<file path="src/rtl/decode_stage.sv">
// decode_stage: registered instruction-decode stage for the 9-bit accumulator CPU.
// Decodes the opcode into the datapath control bundle, holds it in an output
// register behind a valid/ready handshake, stalls one cycle on load-use
// hazards, discards state on flush and latches a sticky halt.
module decode_stage #(
  parameter int INSTR_W  = 9,
  parameter int REG_AW   = 4,
  parameter int ADR_REG  = 4,
  parameter int MATH_REG = 5,
  parameter int CNT_REG  = 7
) (
  input  logic               clk,
  input  logic               reset,
  input  logic               in_valid,
  output logic               in_ready,
  input  logic [INSTR_W-1:0] instruction_in,
  input  logic               flush,
  output logic               out_valid,
  input  logic               out_ready,
  output logic [REG_AW-1:0]  readReg0,
  output logic [REG_AW-1:0]  readReg1,
  output logic [REG_AW-1:0]  write_reg,
  output logic [3:0]         ALUOp,
  output logic               write,
  output logic               move,
  output logic               MemtoReg,
  output logic               MemWrite,
  output logic               branch,
  output logic               immediate,
  output logic               set_quarter,
  output logic               jump_sign,
  output logic               start,
  output logic               halted,
  output logic               illegal
);

  typedef enum logic [4:0] {
    OP_ADD, OP_SUB, OP_MV, OP_SET_ADR, OP_MV_ADR, OP_RS_ADR, OP_SETI,
    OP_MV_MATH, OP_MV_TO_MATH, OP_MATH_TO_ADR, OP_SET_REG, OP_SET_CNT,
    OP_MV_CNT, OP_MV_TO_CNT, OP_RS_CNT, OP_BE, OP_BNE, OP_BEZ, OP_BLTZ,
    OP_BGTE, OP_EVU, OP_EVL, OP_LD, OP_ST, OP_JUMP, OP_ZERO_REG, OP_HALT
  } opcode_e;

  typedef struct packed {
    logic [REG_AW-1:0] read_reg0;
    logic [REG_AW-1:0] read_reg1;
    logic [REG_AW-1:0] write_reg;
    logic [3:0]        alu_op;
    logic              write;
    logic              move;
    logic              mem_to_reg;
    logic              mem_write;
    logic              branch;
    logic              immediate;
    logic              set_quarter;
    logic              jump_sign;
    logic              start;
  } bundle_t;

  localparam logic [REG_AW-1:0] ADR  = REG_AW'(ADR_REG);
  localparam logic [REG_AW-1:0] MATH = REG_AW'(MATH_REG);
  localparam logic [REG_AW-1:0] CNT  = REG_AW'(CNT_REG);

  logic [4:0]        opcode;
  logic [REG_AW-1:0] rs, rd;
  bundle_t           dec, bundle_q;
  logic              src0, src1, op_illegal;
  logic              hazard, held_halt, accept;

  assign opcode = instruction_in[INSTR_W-1 -: 5];
  assign rs     = REG_AW'(instruction_in[3:2]);
  assign rd     = REG_AW'(instruction_in[1:0]);

  // Combinational opcode decode into the control bundle plus source-use flags.
  always_comb begin
    // NOTE: every always_comb output gets a default first so no path infers a latch.
    dec        = '0;
    op_illegal = 1'b0;
    case (opcode)
      OP_ADD, OP_SUB: begin
        dec.read_reg0 = rs;   dec.read_reg1 = MATH; dec.write_reg = rd;
        dec.write     = 1'b1; dec.alu_op    = (opcode == OP_SUB) ? 4'd1 : 4'd0;
      end
      OP_MV: begin
        dec.read_reg0 = rs; dec.read_reg1 = MATH; dec.write_reg = rd;
        dec.write = 1'b1; dec.move = 1'b1;
      end
      OP_SET_ADR:     begin dec.read_reg0 = rs;   dec.write_reg = ADR;  dec.write = 1'b1; dec.move = 1'b1; end
      OP_MV_ADR:      begin dec.read_reg0 = ADR;  dec.write_reg = rd;   dec.write = 1'b1; dec.move = 1'b1; end
      OP_RS_ADR: begin
        dec.write_reg = ADR; dec.write = 1'b1; dec.immediate = 1'b1;
        dec.jump_sign = instruction_in[0];
      end
      OP_SETI: begin
        dec.read_reg0 = REG_AW'(instruction_in[3:0]); dec.write_reg = MATH;
        dec.write = 1'b1; dec.immediate = 1'b1;
      end
      OP_MV_MATH:     begin dec.read_reg0 = MATH; dec.write_reg = rd;   dec.write = 1'b1; dec.move = 1'b1; end
      OP_MV_TO_MATH:  begin dec.read_reg0 = rs;   dec.write_reg = MATH; dec.write = 1'b1; dec.move = 1'b1; end
      OP_MATH_TO_ADR: begin dec.read_reg0 = MATH; dec.write_reg = ADR;  dec.write = 1'b1; dec.move = 1'b1; end
      OP_SET_REG: begin
        dec.read_reg0 = MATH; dec.read_reg1 = rs; dec.write_reg = rd;
        dec.write = 1'b1; dec.move = 1'b1; dec.set_quarter = 1'b1;
      end
      OP_SET_CNT: begin
        dec.read_reg0 = rd; dec.read_reg1 = rs; dec.write_reg = CNT;
        dec.write = 1'b1; dec.set_quarter = 1'b1;
      end
      OP_MV_CNT:      begin dec.read_reg0 = CNT;  dec.write_reg = rd;   dec.write = 1'b1; dec.move = 1'b1; end
      OP_MV_TO_CNT:   begin dec.read_reg0 = rs;   dec.write_reg = CNT;  dec.write = 1'b1; dec.move = 1'b1; end
      OP_RS_CNT:      begin dec.write_reg = CNT;  dec.write = 1'b1; dec.immediate = 1'b1; end
      OP_BE, OP_BNE, OP_BEZ, OP_BLTZ, OP_BGTE: begin
        dec.branch = 1'b1; dec.read_reg0 = rs; dec.read_reg1 = rd;
        case (opcode)
          OP_BE:   dec.alu_op = 4'd7;
          OP_BNE:  dec.alu_op = 4'd8;
          OP_BEZ:  dec.alu_op = 4'd6;
          OP_BLTZ: dec.alu_op = 4'd5;
          default: dec.alu_op = 4'd4;
        endcase
      end
      OP_EVU, OP_EVL: begin
        dec.read_reg0 = rs; dec.write_reg = rd;
        dec.alu_op    = (opcode == OP_EVL) ? 4'd3 : 4'd2;
      end
      OP_LD: begin
        dec.read_reg0 = rs; dec.read_reg1 = ADR; dec.write_reg = rd;
        dec.write = 1'b1; dec.mem_to_reg = 1'b1;
      end
      OP_ST:        begin dec.read_reg0 = rs; dec.read_reg1 = ADR; dec.mem_write = 1'b1; end
      OP_JUMP:      begin dec.branch = 1'b1; dec.alu_op = 4'd7; end
      OP_ZERO_REG:  begin dec.write_reg = rd; dec.write = 1'b1; dec.immediate = 1'b1; end
      OP_HALT:      dec.start = 1'b1;
      default:      op_illegal = 1'b1;
    endcase
  end

  // Which decoded register addresses are real sources (for hazard compare).
  always_comb begin
    src0 = (opcode <= 5'd23) && (opcode != OP_RS_ADR) && (opcode != OP_SETI) &&
           (opcode != OP_RS_CNT);
    src1 = (opcode == OP_ADD) || (opcode == OP_SUB) || (opcode == OP_SET_REG) ||
           (opcode == OP_SET_CNT) || ((opcode >= OP_BE) && (opcode <= OP_BGTE)) ||
           (opcode == OP_LD) || (opcode == OP_ST);
  end

  // Load-use check against the held ld, and the handshake acceptance logic.
  always_comb begin
    hazard    = out_valid && bundle_q.mem_to_reg &&
                ((src0 && (dec.read_reg0 == bundle_q.write_reg)) ||
                 (src1 && (dec.read_reg1 == bundle_q.write_reg)));
    held_halt = out_valid && bundle_q.start;
    in_ready  = !reset && !flush && !halted && !held_halt && !hazard &&
                (!out_valid || out_ready);
    accept    = in_valid && in_ready;
  end

  // Output register: reset > flush > accept > drain to bubble > hold.
  always_ff @(posedge clk) begin
    // NOTE: sequential state uses non-blocking assignments so every register samples pre-edge values.
    if (reset) begin
      out_valid <= 1'b0;
      bundle_q  <= '0;
      halted    <= 1'b0;
      illegal   <= 1'b0;
    end else if (flush) begin
      out_valid <= 1'b0;
      bundle_q  <= '0;
      illegal   <= 1'b0;
    end else begin
      if (out_valid && out_ready && bundle_q.start) halted <= 1'b1;
      illegal <= accept && op_illegal;
      if (accept) begin
        out_valid <= !op_illegal;
        bundle_q  <= op_illegal ? '0 : dec;
      end else if (!out_valid || out_ready) begin
        out_valid <= 1'b0;
        bundle_q  <= '0;
      end
    end
  end

  assign readReg0    = bundle_q.read_reg0;
  assign readReg1    = bundle_q.read_reg1;
  assign write_reg   = bundle_q.write_reg;
  assign ALUOp       = bundle_q.alu_op;
  assign write       = bundle_q.write;
  assign move        = bundle_q.move;
  assign MemtoReg    = bundle_q.mem_to_reg;
  assign MemWrite    = bundle_q.mem_write;
  assign branch      = bundle_q.branch;
  assign immediate   = bundle_q.immediate;
  assign set_quarter = bundle_q.set_quarter;
  assign jump_sign   = bundle_q.jump_sign;
  assign start       = bundle_q.start;

endmodule

</file>
<file path="config.mk">
export PLATFORM = sky130hd
export DESIGN_NAME = decode_stage
export DESIGN_NICKNAME = d
export VERILOG_FILES = /design/src/rtl/decode_stage.sv
export SDC_FILE = /design/constraint.sdc
export NUM_CORES = 1
export LEC_CHECK = 0
export ABC_AREA = 0
export CAP_MARGIN = 20
export CORE_MARGIN = 2
export CORE_UTILIZATION = 40
export DETAILED_ROUTE_END_ITERATION = 7
export GPL_TIMING_DRIVEN = 0
export PLACE_DENSITY = 0.67
export SYNTH_ARGS = -nofsm -noshare
export SYNTH_HDL_FRONTEND = slang
export SYNTH_SLANG_ARGS = --single-unit
export TNS_END_PERCENT = 20
</file>
<file path="constraint.sdc">
create_clock -name clk -period 4.5 [get_ports clk]
set_input_delay 1.125 -clock clk [delete_from_list [all_inputs] [get_ports clk]]
set_output_delay 1.125 -clock clk [all_outputs]
set_load 0.01 [all_outputs]
</file>
==> results.cfg <==
[die]
num_rows = 24
initial_core_util_pct = 41.3
die-area_um2 = 5020
dieHeight_um = 70.8
core-area_um2 = 4320
dieWidth_um = 70.8
ios = 43

[yosys]
avgSynthCellArea_um2 = 7.60
postSynthCellCount = 235
synth-seq-cells = 26
synth_flop_cell = dfxtp_1
ys_seq_area_share_pct = 29.1
synth.most_common_cell = nand2_1
async_flop_share_pct = 0
synth_cell_type_count = 59
synth_top_area_share_pct = 29.1
synth-edff-count = 0
synth_top_area_cell = dfxtp_1
synthTopCellsByCount = 31 x nand2_1, 26 x dfxtp_1, 20 x a21oi_1
yosys_warnings = 0
syn_area_um2 = 1790
synth_top_cells_by_area = dfxtp_1 29%, o31ai_1 6.7%, nand2_1 6.5%

[layout]
drive_above_1_share_pct = 16.6
fin_nets = 299
nFillCells = 428
area_growth_pct = 34.9
final_util_pct = 55.7
n_antenna_cell = 0

[min_path]
worstHoldStart = readReg1[2]
holdPathStages = 2
min_path_type = register to register

[placed_design]
hpwlAfterDp_mm = 4.17
place_congestion = 0.988
io_buffer_count = 38

[timing]
hold_viol = 0
drv_slew = 0
rsz0062_at_grt = false
whs_ns = 0.457
fin_crit_sh_pct = 97.9
worstMarginPinSlew_ns = 0.538
slew_headroom_pct = 63.7
fmax_ghz = 0.227
fin_crit_ns = 4.40
setup-violations-final = 0
finClkSkew_ns = 0.00777

[routing]
vias_per_cell = 5.98
antenna_left = 0
drt-pass1-iter-count = 4
num_vias = 2003
routedWlPerCell_um = 16.9
drt_iter0_markers = 168
wirelength_mm = 5.66
drc = 0

[critical_path]
end_kind = output port
criticalPathCategory = input pin to output port
startpoint_type = input pin
critPathMaxStageDelay_ns = 0.50
worst-path-stages = 8
r2r_cells = 7
reg2reg_from = start
cp_max_fo = 5
worstPathArrival_ns = 3.28
crit_slowest_cell = clkdlybuf4s50_1
cp_top_family = buffers and inverters
startpoint = instruction_in[0]
worstPathCellList = clkdlybuf4s50_1 > a21bo_2 > a41oi_4 > or3_4 > a2111oi_4 > buf_6 > nor3b_1 > clkdlybuf4s15_2
path_buf_inv = 3
cp.required_ns = 3.38

[global_routing]
grt_pass1_wl_mm = 9.30
grt_pass1_vias = 1829
antenna_found_initial = 0
grt_overflow = 0
grt_usage_pct = 23.1
grt_max_degree = 14

[power]
power.leakage_nw = 0.839
pwr_density_cell_nw_per_um2 = 198
worst_ir_drop_vdd_mv = 0.105

[clock_tree]
numCtsBuffers = 3
clock_path_buffers = 2
postCtsHoldBufs = 0
htree_levels = 1
clkSinkCount = 26
cts_tree = yes
root_buffer = clkbuf_8
clkLatencyLatePin_ns = 0.27
clkSlewWorstSetupHoldPaths_ns = 0.08

[run_status]
status = completed

[job]
cap_viol_max_count = 0
metal layers:
metal	wire length (um)	part of all wire (%)	track usage, %
met3	429	7.6	2.99
met2	2620	46	37.1
met1	2500	44	32.3
met4	106	1.9	6.92
met5	0	0	0
per-stage QoR:
| stage | area (um2) | worst slack, ns | TNS [ns] | total power [mW] | std cells |
|---|---|---|---|---|---|
| 6_report | 2410 | 0.0956 | 0 | 0.478 | 335 |
| 3_3_place_gp | 2240 | -0.650 | -0.650 | 0.341 | 326 |
| 2_1_floorplan | 1790 | 0.581 | 0 | 0.306 | 236 |
| 5_1_grt | 2410 | 0.0110 | 0 | 0.500 | 335 |
| 4_1_cts | 2380 | 0.00472 | 0 | 0.476 | 334 |
| 3_5_place_dp | 2240 | -0.707 | -0.707 | 0.340 | 326 |
cell type report:
| cell class | instances | area, um2 | area share [%] |
|---|---|---|---|
| flip-flops and latches | 26 | 520 | 21.6 |
| multi-input cells | 183 | 1200 | 49.9 |
| repair buffers | 44 | 420 | 17.4 |
| well taps | 52 | 65.1 | 2.70 |
| plain buffers | 22 | 138 | 5.71 |
| clock buffers | 3 | 41.3 | 1.71 |
| inverters | 5 | 22.5 | 0.935 |
tightest hold or removal path, stage by stage, from the launching register on:
cell	delay [ns]
dfxtp_1	0.31
nand2_1	0.05
o31ai_1	0.05
final timing paths:
check / endpoint / slack (ns)
hold reg to reg: readReg1[2] / 0.46
setup / recovery: in_ready / 0.1
hold / removal: readReg1[2] / 0.46
setup reg to reg: write_reg[0] / 2.04
cells by family (layout without fill, tap and decap cells):
logic type      after synthesis  after routing  share of synthesized area, %
compound gates               85             85                          34.5
simple gates                 91             91                          25.8
xor+xnor                      4              4                          1.96
buf+inv                      27             74                          7.91
mux                           1              1                         0.560
other cells                   1              2                         0.210
flops                        26             26                          29.1
what timing repair did:
action,CTS,global route
setup buffers,5,0
endpoints found under the setup margin,1,1
pin swaps,5,3
gates resized for setup,22,7
where the power goes:
| group | total [mW] | switching (mW) | internal (mW) | leakage (nW) |
|---|---|---|---|---|
| Clock | 0.128 | 0.0686 | 0.0599 | 0.0216 |
| Sequential | 0.232 | 0.000987 | 0.231 | 0.209 |
| Combinational | 0.117 | 0.0691 | 0.0484 | 0.608 |
| Total | 0.478 | 0.139 | 0.339 | 0.839 |
cells in the final DEF, fill, tap and decap left out, drive strengths merged, types with 2 or more instances in the layout:
cell and instances:
dfxtp 26, a41oi 2, xnor2 3, nand2 31, nor2 14, nand3 7, o31ai 16, a2111oi 2
nand3b 6, buf 23, or2 2, o21ai 16, o221ai 2, a32o 3, nor3 9, a221oi 2
nor2b 4, o41ai 3, a32oi 2, inv 4, conb 2, or3 2, clkdlybuf4s50 34, nand4 2
a22oi 2, clkbuf 9, o22ai 2, nand4b 2, a21oi 20, and3 3, nand2b 4, o2bb2ai 2
Power figures use the tool's default switching activity.
